--- src/rtl/hidden_layer_accumulator.sv ---
// Hidden-layer accumulator: drains active-pixel indices from the input queue and
// accumulates one signed ROM weight per hidden node into saturating sums.
module hidden_layer_accumulator #(
  parameter int INPUT_NODES  = 784,
  parameter int HIDDEN_NODES = 16,
  parameter int NODE_W       = 4,
  parameter int WEIGHT_W     = 8,
  parameter int ACC_W        = 16,
  parameter int ADDR_W       = 14
) (
  input  logic                clk,
  input  logic                reset,
  input  logic                start,
  input  logic [9:0]          index_in,
  input  logic                queue_empty,
  output logic                dequeue,
  output logic [ADDR_W-1:0]   weight_addr,
  input  logic [WEIGHT_W-1:0] weight_data,
  output logic                busy,
  output logic                done,
  input  logic [NODE_W-1:0]   rd_node,
  output logic [ACC_W-1:0]    rd_sum
);

  localparam int CNT_W = $clog2(INPUT_NODES + 1);
  localparam int K_W   = NODE_W + 1;

  typedef enum logic [2:0] {
    S_IDLE, S_CLEAR, S_CHECK, S_REQ, S_HOLD, S_LATCH, S_ACC, S_DONE
  } state_t;

  state_t             state_q, state_d;
  logic [CNT_W-1:0]   cnt_q, cnt_d;
  logic [9:0]         idx_q, idx_d;
  logic [K_W-1:0]     node_q, node_d;
  logic [ADDR_W-1:0]  addr_q, addr_d;
  logic [ACC_W-1:0]   acc_q [HIDDEN_NODES];
  logic [ACC_W-1:0]   acc_d [HIDDEN_NODES];

  logic [NODE_W-1:0]  acc_sel;
  logic [ACC_W:0]     sum;
  logic [ACC_W-1:0]   sat;

  // ROM data arrives one cycle after its address, so ACC cycle k adds into node k-1.
  always_comb begin
    acc_sel = NODE_W'(node_q - K_W'(1));
    sum     = {acc_q[acc_sel][ACC_W-1], acc_q[acc_sel]}
            + {{(ACC_W + 1 - WEIGHT_W){weight_data[WEIGHT_W-1]}}, weight_data};
    if (sum[ACC_W] != sum[ACC_W-1]) begin
      sat = {sum[ACC_W], {(ACC_W - 1){~sum[ACC_W]}}};
    end else begin
      sat = sum[ACC_W-1:0];
    end
  end

  always_comb begin
    state_d     = state_q;
    cnt_d       = cnt_q;
    idx_d       = idx_q;
    node_d      = node_q;
    addr_d      = addr_q;
    acc_d       = acc_q;
    dequeue     = 1'b0;
    done        = 1'b0;
    busy        = (state_q != S_IDLE);
    weight_addr = addr_q;
    unique case (state_q)
      S_IDLE: begin
        if (start) state_d = S_CLEAR;
      end
      S_CLEAR: begin
        acc_d   = '{default: '0};
        cnt_d   = '0;
        state_d = S_CHECK;
      end
      S_CHECK: begin
        if (queue_empty || cnt_q == CNT_W'(INPUT_NODES)) state_d = S_DONE;
        else                                             state_d = S_REQ;
      end
      S_REQ: begin
        dequeue = 1'b1;
        state_d = S_HOLD;
      end
      S_HOLD: begin
        cnt_d   = cnt_q + CNT_W'(1);
        state_d = S_LATCH;
      end
      S_LATCH: begin
        idx_d   = index_in;
        node_d  = '0;
        state_d = S_ACC;
      end
      S_ACC: begin
        if (node_q < K_W'(HIDDEN_NODES)) begin
          weight_addr = ADDR_W'(idx_q) * ADDR_W'(HIDDEN_NODES) + ADDR_W'(node_q);
          addr_d      = weight_addr;
        end
        if (node_q != '0) acc_d[acc_sel] = sat;
        if (node_q == K_W'(HIDDEN_NODES)) state_d = S_CHECK;
        else                              node_d  = node_q + K_W'(1);
      end
      S_DONE: begin
        done    = 1'b1;
        state_d = S_IDLE;
      end
      default: state_d = S_IDLE;
    endcase
  end

  always_ff @(posedge clk) begin
    if (reset) begin
      state_q <= S_IDLE;
      cnt_q   <= '0;
      idx_q   <= '0;
      node_q  <= '0;
      addr_q  <= '0;
      acc_q   <= '{default: '0};
    end else begin
      state_q <= state_d;
      cnt_q   <= cnt_d;
      idx_q   <= idx_d;
      node_q  <= node_d;
      addr_q  <= addr_d;
      acc_q   <= acc_d;
    end
  end

  always_comb begin
    rd_sum = '0;
    if (int'(rd_node) < HIDDEN_NODES) rd_sum = acc_q[rd_node];
  end

endmodule
--- config.mk ---
export PLATFORM = sky130hd
export DESIGN_NAME = hidden_layer_accumulator
export DESIGN_NICKNAME = d
export VERILOG_FILES = /design/src/rtl/hidden_layer_accumulator.sv
export SDC_FILE = /design/constraint.sdc
export NUM_CORES = 1
export LEC_CHECK = 0
export CELL_PAD_IN_SITES_DETAIL_PLACEMENT = 1
export CELL_PAD_IN_SITES_GLOBAL_PLACEMENT = 1
export CORE_ASPECT_RATIO = 1.4
export CORE_UTILIZATION = 40
export CTS_CLUSTER_SIZE = 12
export DETAILED_ROUTE_END_ITERATION = 8
export PLACE_DENSITY_LB_ADDON = 0.1
export SLEW_MARGIN = 5
export SYNTH_ARGS = -nofsm -noshare
export SYNTH_HDL_FRONTEND = slang
export SYNTH_SLANG_ARGS = --single-unit
--- constraint.sdc ---
create_clock -name clk -period 11.8 [get_ports clk]
set_clock_uncertainty 0.05 [all_clocks]
set_input_delay 1.18 -clock clk [delete_from_list [all_inputs] [get_ports clk]]
set_output_delay 1.18 -clock clk [all_outputs]
set_load 0.01 [all_outputs]
Word level (Yosys, flattened, before mapping)
Index checks and enable logic that the tools add are counted.
{ "totals": {"register_bits": 298, "latch_bits": 0, "ram_bits": 0, "rom_bits": 0, "input_bits": 26, "out_inout_bits": 33, "wordCells": 81, "memories": 0} }
{ "op_classes": {"add_sub_neg": 5, "mul": 0, "div_mod_pow": 0, "n_lt_le_gt_ge": 4, "n_eq_ne": 14, "shifts": 0, "n_mux": 23, "bitwise": 3, "n_reduce_logical": 11} }
{ "ops": {"columns": ["operator", "n"], "rows": [
  ["$pmux W256 S2", 1],
  ["$bwmux W256", 1],
  ["$mux W256", 1],
  ["$bmux W16 S4", 2],
  ["$mux W16", 6],
  ["$demux W16 S4", 1],
  ["$mux W14", 2],
  ["$pmux W3 S8", 1],
  ["$pmux W10 S2", 1],
  ["$add A16 B8 Y17", 1],
  ["$add A14 B5 Y14", 1],
  ["$eq A3 B3 Y1 const B", 4],
  ["$add A10 B1 Y10 const B", 1],
  ["$eq A10 B10 Y1 const B", 1],
  ["$ge A5 B5 Y1 const B", 2],
  ["$not A4 Y5", 2],
  ["$pmux W5 S2", 1],
  ["$mux W3", 3],
  ["$ne A2 B2 Y1 const B", 4],
  ["$eq A3 B2 Y1 const B", 2],
  ["$reduce_and A2 Y1", 3],
  ["$reduce_bool A2 Y1", 3],
  ["$add A5 B1 Y5 const B", 1],
  ["$eq A5 B5 Y1 const B", 1],
  ["13 further kinds", 14]
]} }

Logic depth before layout (Yosys ltp)
Gate-level depths: netlist of the first run.
{ "depth": {"ltp_word": 11, "ltp_mapped": 20, "ltp_nobuf": 14} }

Worst setup path after synthesis of the first run
No wires, ideal clock.
{ "synth_path": {"path_kind": "reg-to-reg", "start": "reg node_q[0]", "end": "reg acc_q[192] (netlist name)", "setup_ns": 0.128, "t_arrival_ns": 4.851, "required_ns": 11.622, "path_slack_ns": 6.772, "path_stages_with_launch": 19, "path_buffers": 6, "period_less_slack_ns": 5.028, "cell_sequence": "dfxtp_1 > buf_2 > buf_1 > inv_1 > ha_1 > buf_2 > xnor2_1 > buf_4 > mux4_2 > ha_1 > a21oi_1 > nor2_1 > a211oi_2 > o221ai_4 > mux2_4 > buf_6 > a21oi_4 > buf_6 > o21ai_1"} }
{ "synth_between": {"elab_chain_cells": 11, "word_cells_on_any_way": 20, "classes_between": "2 x add/sub; 2 x order compare; 2 x eq/ne; 9 x mux; 2 x bitwise; 3 x reduce/logical"} }
{ "synth_lines": {"columns": ["element", "line_no", "text"], "rows": [
  ["start, declared", "35", "logic [K_W-1:0] node_q, node_d;"],
  ["start signal, assigned", "122", "node_q <= node_d;"],
  ["$sub A4 B1 Y4", "46", "acc_sel = NODE_W'(node_q - K_W'(1));"],
  ["$not A4 Y5 (implied by the code)", "47, 98", null],
  ["$bmux W16 S4", "47", "sum = {acc_q[acc_sel][ACC_W-1], acc_q[acc_sel]}"],
  ["$mux W16 (implied by the code) (2 in a row)", "47", null],
  ["$add A16 B8 Y17", "48", "+ {{(ACC_W + 1 - WEIGHT_W){weight_data[WEIGHT_W-1]}}, weight_data};"],
  ["$ne A1 B1 Y1 / $not A1 Y1 (equally long branches)", "49, 50", null],
  ["$mux W16", "49", "if (sum[ACC_W] != sum[ACC_W-1]) begin"],
  ["$bwmux W256", "98", "if (node_q != '0) acc_d[acc_sel] = sat;"],
  ["$mux W256", "98", null],
  ["$pmux W256 S2", "67", "unique case (state_q)"],
  ["end signal, assigned", "117", "acc_q <= '{default: '0};"],
  ["end signal, assigned", "124", "acc_q <= acc_d;"],
  ["end, declared", "37", "logic [ACC_W-1:0] acc_q [HIDDEN_NODES];"]
]} }
Several ways; a longest one is shown, not always the timed one. The select of a mux whose other input is x is not followed.
A chain may end at the register's enable or synchronous reset.

Final worst setup path of the first run
{ "layout_path": {"start": "reg node_q[0]", "end": "reg acc_q[43] (netlist name)"} }
The elaborated chain is that of the path after synthesis.

==> results of run 1 <==
[layout by cell type (no fill, tap or decap), types with 8 or more instances in the layout]
cell / count
sky130_fd_sc_hd__nand3_1: 33
sky130_fd_sc_hd__clkbuf_8: 8
sky130_fd_sc_hd__a22o_1: 33
sky130_fd_sc_hd__mux2_2: 11
sky130_fd_sc_hd__o21ai_0: 97
sky130_fd_sc_hd__xnor2_1: 9
sky130_fd_sc_hd__a21o_1: 14
sky130_fd_sc_hd__nand2_1: 230
sky130_fd_sc_hd__a21oi_1: 39
sky130_fd_sc_hd__buf_4: 27
sky130_fd_sc_hd__o21ai_2: 10
sky130_fd_sc_hd__mux4_2: 160
sky130_fd_sc_hd__nor3_1: 9
sky130_fd_sc_hd__ha_1: 25
sky130_fd_sc_hd__clkdlybuf4s50_1: 55
sky130_fd_sc_hd__a21oi_4: 14
sky130_fd_sc_hd__o2bb2ai_1: 26
sky130_fd_sc_hd__nor2_1: 56
sky130_fd_sc_hd__and3_1: 22
sky130_fd_sc_hd__dfxtp_1: 297
sky130_fd_sc_hd__clkbuf_16: 37
sky130_fd_sc_hd__nor2b_1: 20
sky130_fd_sc_hd__clkinv_2: 8
sky130_fd_sc_hd__o21ai_1: 96
sky130_fd_sc_hd__inv_1: 12
[worst max-delay path by stage]
stage / startpoint / end / slack, ps / cells past startpoint
3_3_place_gp: node_q[0]$_SDFFE_PP0P_ / acc_q[59]$_SDFFE_PP0P_ / 5900 / 15
6_report: node_q[0]$_SDFFE_PP0P_ / acc_q[43]$_SDFFE_PP0P_ / 5750 / 13
3_5_place_dp: node_q[0]$_SDFFE_PP0P_ / acc_q[27]$_SDFFE_PP0P_ / 5770 / 13
2_1_floorplan: node_q[0]$_SDFFE_PP0P_ / acc_q[192]$_SDFFE_PP0P_ / 6770 / 18
4_1_cts: node_q[0]$_SDFFE_PP0P_ / acc_q[27]$_SDFFE_PP0P_ / 5770 / 15
5_1_grt: node_q[0]$_SDFFE_PP0P_ / acc_q[43]$_SDFFE_PP0P_ / 5490 / 13
[metrics by stage]
stage / hold slack, ps / setup slack (ps) / cell area [um^2] / total power [mW] / std cells
6_report: 411 / 5750 / 17200 / 2.34 / 1933
5_1_grt: 429 / 5490 / 17200 / 2.41 / 1933
4_1_cts: 414 / 5770 / 17200 / 2.37 / 1933
3_5_place_dp: 406 / 5770 / 16100 / 1.25 / 1873
3_3_place_gp: 391 / 5900 / 16100 / 1.25 / 1873
2_1_floorplan: 383 / 6770 / 15200 / 1.16 / 1434
[worst max-delay path: stages, from the launching register on]
cell and delay, ps:
sky130_fd_sc_hd__dfxtp_4 740, sky130_fd_sc_hd__inv_1 220, sky130_fd_sc_hd__ha_4 620, sky130_fd_sc_hd__buf_4 650
sky130_fd_sc_hd__mux4_2 410, sky130_fd_sc_hd__mux4_2 580, sky130_fd_sc_hd__ha_1 390, sky130_fd_sc_hd__o211ai_1 150
sky130_fd_sc_hd__o21ai_2 250, sky130_fd_sc_hd__o2111ai_2 180, sky130_fd_sc_hd__and3_1 240, sky130_fd_sc_hd__o21a_2 410
sky130_fd_sc_hd__a41oi_2 720, sky130_fd_sc_hd__o21ai_0 210
[where the power goes]
part / switching, mW / internal, mW / total (mW)
clock: 0.450 / 0.663 / 1.11
combinational: 0.159 / 0.0561 / 0.215
sequential: 0.00775 / 1.01 / 1.02
[synth_stat cells (all sizes together), types with 4 or more instances]
cell type and n:
dfxtp 298, nand2 232, o21ai 203, mux4 160, clkbuf 63, nor2 59
a21oi 58, buf 54, a22o 33, nand3 33, ha 26, o2bb2ai 26
and3 22, nor2b 20, a21o 14, inv 12, mux2 12, xnor2 11
nor3 9, a211oi 8, a32oi 7, xor2 7, a31oi 6, o21a 6
a22oi 5, nand3b 4, nand4 4, or3 4
[cell families after synthesis]
kind of cell,after synthesis,share of synthesized area (%)
DFF,298,39.1
muxes,173,24.6
xor gates and xnor gates,18,1.03
adders and majority gates,27,2.27
buffers and inverters,129,4.13
AOI/OAI and AO/OA,384,17.0
and+or+nand+nor,405,11.7
[sequential cells by signal (all words and copies together) (netlist names)]
name	count
cnt_q	10
node_q	5
state_q	3
idx_q	10
acc_q	256
addr_q	14
[metal layers]
layer | vias up | wire length, um | GRT usage [%]
met2 | 438 | 28200 | 51.7
met4 | 0 | 2690 | 13.7
met3 | 136 | 2750 | 3.47
met5 | - | 0 | 0
li1 | 5355 | - | -
met1 | 6357 | 21900 | 34.7
[area by class of cell]
type / instances / area share, %
clock buffers: 48 / 6.07
clock inverters: 12 / 0.675
flip-flops and latches: 298 / 34.6
well taps: 473 / 3.43
repair buffers: 83 / 4.40
multi-input cells: 1007 / 50.5
inverters: 12 / 0.261
==> reports/metrics.yaml, run 1 <==
gp_congestion: 0.862
power-per-cell-area_nw_per_um2: 136
grt_pass1_wl_mm: 82.9
final.period_utilization_pct: 51.2
antenna_cells_inserted: 0
layout.area.seq_um2: 5970
cts_root_buf: "sky130_fd_sc_hd__clkbuf_16"
cts_buffers: 35
nFillCells: 4063
die_height_um: 233
timing.critical_path.arrival_ps: 6360
rsz0062_at_grt: "false"
synth_nets: 1487
io_pins: 59
vias_per_cell: 6.36
starting_density_of_the_core_pct: 40.6
cell_depth_of_the_worst_hold_path: 2
peakVddDrop_mv: 0.108
syn_area_um2: 15200
grt_start_max_net_pins: 75
final_hold_viol_count: 0
post_synth.cell_area_avg_um2: 10.6
post-route-min-period_ps: 6050
grt_usage_pct: 29.0
holdBufCountCts: 0
vias: 12286
first_global_vias: 12609
antenna_violating_nets_post_route: 0
finish.net_count: 1490
setup.worst_path.class: "register to register"
design.core.area_um2: 37500
synth.top_cell.area_share_pct: 39.1
rrSetupSlack_ps: 5750
slew_violations: 0
cts_sinks: 298
worst_setup_hold_path_clk_slew_ps: 60
multi_input_combinational_cell_area_um2: 8710
post_route_cells_drive_above_1_share_pct: 21.5
rows: 84
run_status: "complete, no violations"
max-slew-margin-rel_pct: 15.2
setup_viol: 0
synth_top_cells_by_area: "sky130_fd_sc_hd__dfxtp_1 39%, sky130_fd_sc_hd__mux4_2 24%, sky130_fd_sc_hd__nand2_1 5.7%, sky130_fd_sc_hd__o21ai_0 3.2%, sky130_fd_sc_hd__o21ai_1 3.2%"
timing.hold.worst_endpoint: "idx_q[9]$_SDFFE_PP0P_"
max_freq_mhz: 165
detailed_router_iteration_count_before_antenna_repair: 5
netlist_instances: 1434
antenna_found_initial: 0
postSynthRegisterBits: 298
area_growth_pct: 13.1
post_cts.resized_instances: 0
max-cap-violations: 0
io_buffer_count: 58
synth_top_flop_cell: "sky130_fd_sc_hd__dfxtp_1"
hold_path.class: "register to register"
worstSetupEndpointType: "register"
r2r_start: "node_q[0]$_SDFFE_PP0P_"
r2r_cells: 13
clock_latency_ps: 530
synthDominantAreaCellType: "sky130_fd_sc_hd__dfxtp_1"
clock_tree_from_tritoncts: "yes"
r2r_end: "acc_q[43]$_SDFFE_PP0P_"
timing.hold.worst.start: "idx_q[9]$_SDFFE_PP0P_"
synth-async-reset-ratio_pct: 0
worstSetupStartpointType: "register"
remaining_drc_errors: 0
critPathRequiredTime_ps: 12110
finish.utilization_pct: 46.0
synth.distinct_cells: 66
worst_slew_pin_slew_ps: 1270
detailed_place_hpwl_mm: 34.0
cts.repair_timing.setup_buffer_count: 0
cp_max_fo: 39
route.final.wire_length_mm: 55.6
synth-edff-count: 0
clock_tree.buffer_depth: 3
maximum_level_of_the_cts_h_tree: 2
grt-ovfl-total: 0
cellLeakagePower_nw: 6.01
finalSetupTns_ps: 0
drt_wl_cell_um: 28.8
die_area_um2: 38900
floorplan.die.width_um: 167
ys_warn_count: 0
yosysSeqAreaShare_pct: 39.1
drt_iter0_drc: 1026
(Power assumes the default switching activity.)
==> run 2, diff against run 1 <==
==> constraint.sdc (replaced) <==
create_clock -name clk -period 5.95 [get_ports clk]
set_clock_uncertainty 0.05 [all_clocks]
set_input_delay 0.595 -clock clk [delete_from_list [all_inputs] [get_ports clk]]
set_output_delay 0.595 -clock clk [all_outputs]
set_load 0.01 [all_outputs]
==> reports/metrics.yaml, run 2 (synthesis gave the netlist of run 1 again) <==
floorplan.die.width_um: 167  # unchanged
power.total_mw: 4.68  # +100%
drt_wl_cell_um: 27.6  # -4.2%
gp_congestion: 0.843  # -2.2%
cp_max_fo: 20  # -49%
cts_root_buf: "sky130_fd_sc_hd__clkbuf_16"
antenna_found_initial: 0  # unchanged
cellLeakagePower_nw: 6.05  # +0.69%
final_hold_viol_count: 0  # unchanged
timing.critical_path.arrival_ps: 5490  # -870 ps
postPlaceCellArea_um2: 16100  # +0.27%
biggestRegsByFlops: "acc_q: 256 flops, addr_q: 14 flops"
first_global_vias: 12407  # -1.6%
area_growth_pct: 13.7
peakVddDrop_mv: 0.206  # +91%
grt_start_max_net_pins: 43  # -43%
final_cell_mix: "297 x sky130_fd_sc_hd__dfxtp_1, 230 x sky130_fd_sc_hd__nand2_1, 160 x sky130_fd_sc_hd__mux4_2"
starting_density_of_the_core_pct: 40.6  # unchanged
grt-ovfl-total: 0  # unchanged
critPathRequiredTime_ps: 6250  # -5860 ps
finish.net_count: 1494  # +0.27%
cts_buffers: 35  # unchanged
detailed_router_iteration_count_before_antenna_repair: 5  # unchanged
slew_violations: 0  # unchanged
max-cap-violations: 0  # unchanged
setup.worst_path.class: "register to register"
route.final.wire_length_mm: 53.4  # -4.0%
worstSetupEndpointType: "register"
max-slew-margin-rel_pct: 12.2  # -3.0 points
hold_path.class: "register to register"
vias: 12179  # -0.87%
run_status: "complete, no violations"
post-route-min-period_ps: 5190  # -859 ps
clock_latency_ps: 530  # about the same
antenna_violating_nets_post_route: 0  # unchanged
nFillCells: 4032  # -0.76%
power-per-cell-area_nw_per_um2: 270  # +99%
rrSetupSlack_ps: 760  # -4990 ps
holdBufCountCts: 0  # unchanged
rsz0062_at_grt: "false"
detailed_place_hpwl_mm: 34.2  # +0.55%
die_height_um: 233  # unchanged
worstSetupStartpointType: "register"
io_pins: 59  # unchanged
drt_iter0_drc: 1038  # +1.2%
antenna_cells_inserted: 0  # unchanged
max_freq_mhz: 193  # +17%
post_route_cells_drive_above_1_share_pct: 21.6  # +0.063 points
post_cts.resized_instances: 0  # unchanged
clock_tree.buffer_depth: 3  # unchanged
grt_pass1_wl_mm: 80.6  # -2.7%
finalSetupTns_ps: 0  # unchanged
vias_per_cell: 6.28  # -1.1%
layout_commonest_cell: "sky130_fd_sc_hd__dfxtp_1"
io_buffer_count: 58  # unchanged
post-route-cell-area_um2: 17300  # +0.46%
clock_tree_from_tritoncts: "yes"
die_area_um2: 38900  # unchanged
cts.repair_timing.setup_buffer_count: 0  # unchanged
worst_setup_hold_path_clk_slew_ps: 60  # about the same
grt_usage_pct: 28.0  # -0.95 points
remaining_drc_errors: 0  # unchanged
rows: 84  # unchanged
largest-register: "acc_q"
final.period_utilization_pct: 87.2  # +36 points
cts_sinks: 298  # unchanged
maximum_level_of_the_cts_h_tree: 2  # unchanged
worst_slew_pin_slew_ps: 1320  # +47.2 ps
setup_viol: 0  # unchanged
max_reg_flops: 256  # unchanged
design.core.area_um2: 37500  # unchanged
## run 2: final cells by class
cell class	count	area, um^2	share of cell area, %
Multi-Input combinational cell	1007	8700	50.2
Timing Repair Buffer	87	813	4.69
Sequential cell	298	5970	34.5
Clock inverter	10	131	0.758
Inverter	12	45.0	0.260
Clock buffer	51	1070	6.17
Tap cell	473	592	3.42
## run 2: layer usage
layer / global-route usage [%] / wire length [um] / vias to the layer above
li1: - / - / 5353
met1: 34.3 / 21500 / 6330
met2: 49.4 / 27100 / 389
met3: 3.44 / 2480 / 107
met4: 12.5 / 2330 / 0
met5: 0 / 0 / -
## run 2: stage by stage
stage	utilization [%]	std cells	hold slack, ps	setup WS [ps]
after floorplan	-	1434	383	922
after global placement	43.0	1877	391	934
after detailed placement	43.0	1877	398	812
after CTS	46.2	1938	407	787
after global routing	46.2	1938	427	427
final	46.2	1938	405	763
## run 2: critical path: stages (launching register included)
cell and delay, ps:
sky130_fd_sc_hd__dfxtp_1 520, sky130_fd_sc_hd__inv_1 170, sky130_fd_sc_hd__ha_4 430, sky130_fd_sc_hd__buf_4 350, sky130_fd_sc_hd__mux4_2 360, sky130_fd_sc_hd__mux4_2 520
sky130_fd_sc_hd__ha_1 260, sky130_fd_sc_hd__inv_1 90, sky130_fd_sc_hd__fa_1 220, sky130_fd_sc_hd__nand3b_1 180, sky130_fd_sc_hd__a211oi_2 120, sky130_fd_sc_hd__nor2_2 170
sky130_fd_sc_hd__o221ai_4 140, sky130_fd_sc_hd__mux2_4 450, sky130_fd_sc_hd__a41oi_2 740, sky130_fd_sc_hd__o21ai_0 210
## run 2: final timing paths
check	from	to	depth (start not counted)
setup / recovery	node_q[1]$_SDFFE_PP0P_	acc_q[27]$_SDFFE_PP0P_	15
hold / removal	idx_q[9]$_SDFFE_PP0P_	idx_q[9]$_SDFFE_PP0P_	2
setup reg to reg	node_q[1]$_SDFFE_PP0P_	acc_q[27]$_SDFFE_PP0P_	15
hold reg to reg	idx_q[9]$_SDFFE_PP0P_	idx_q[9]$_SDFFE_PP0P_	2
## run 2: power by group
part | internal, mW | leakage (nW) | switching [mW]
registers | 2.00 | 2.40 | 0.0120
clock network | 1.37 | 0.593 | 0.873
logic | 0.114 | 3.06 | 0.306
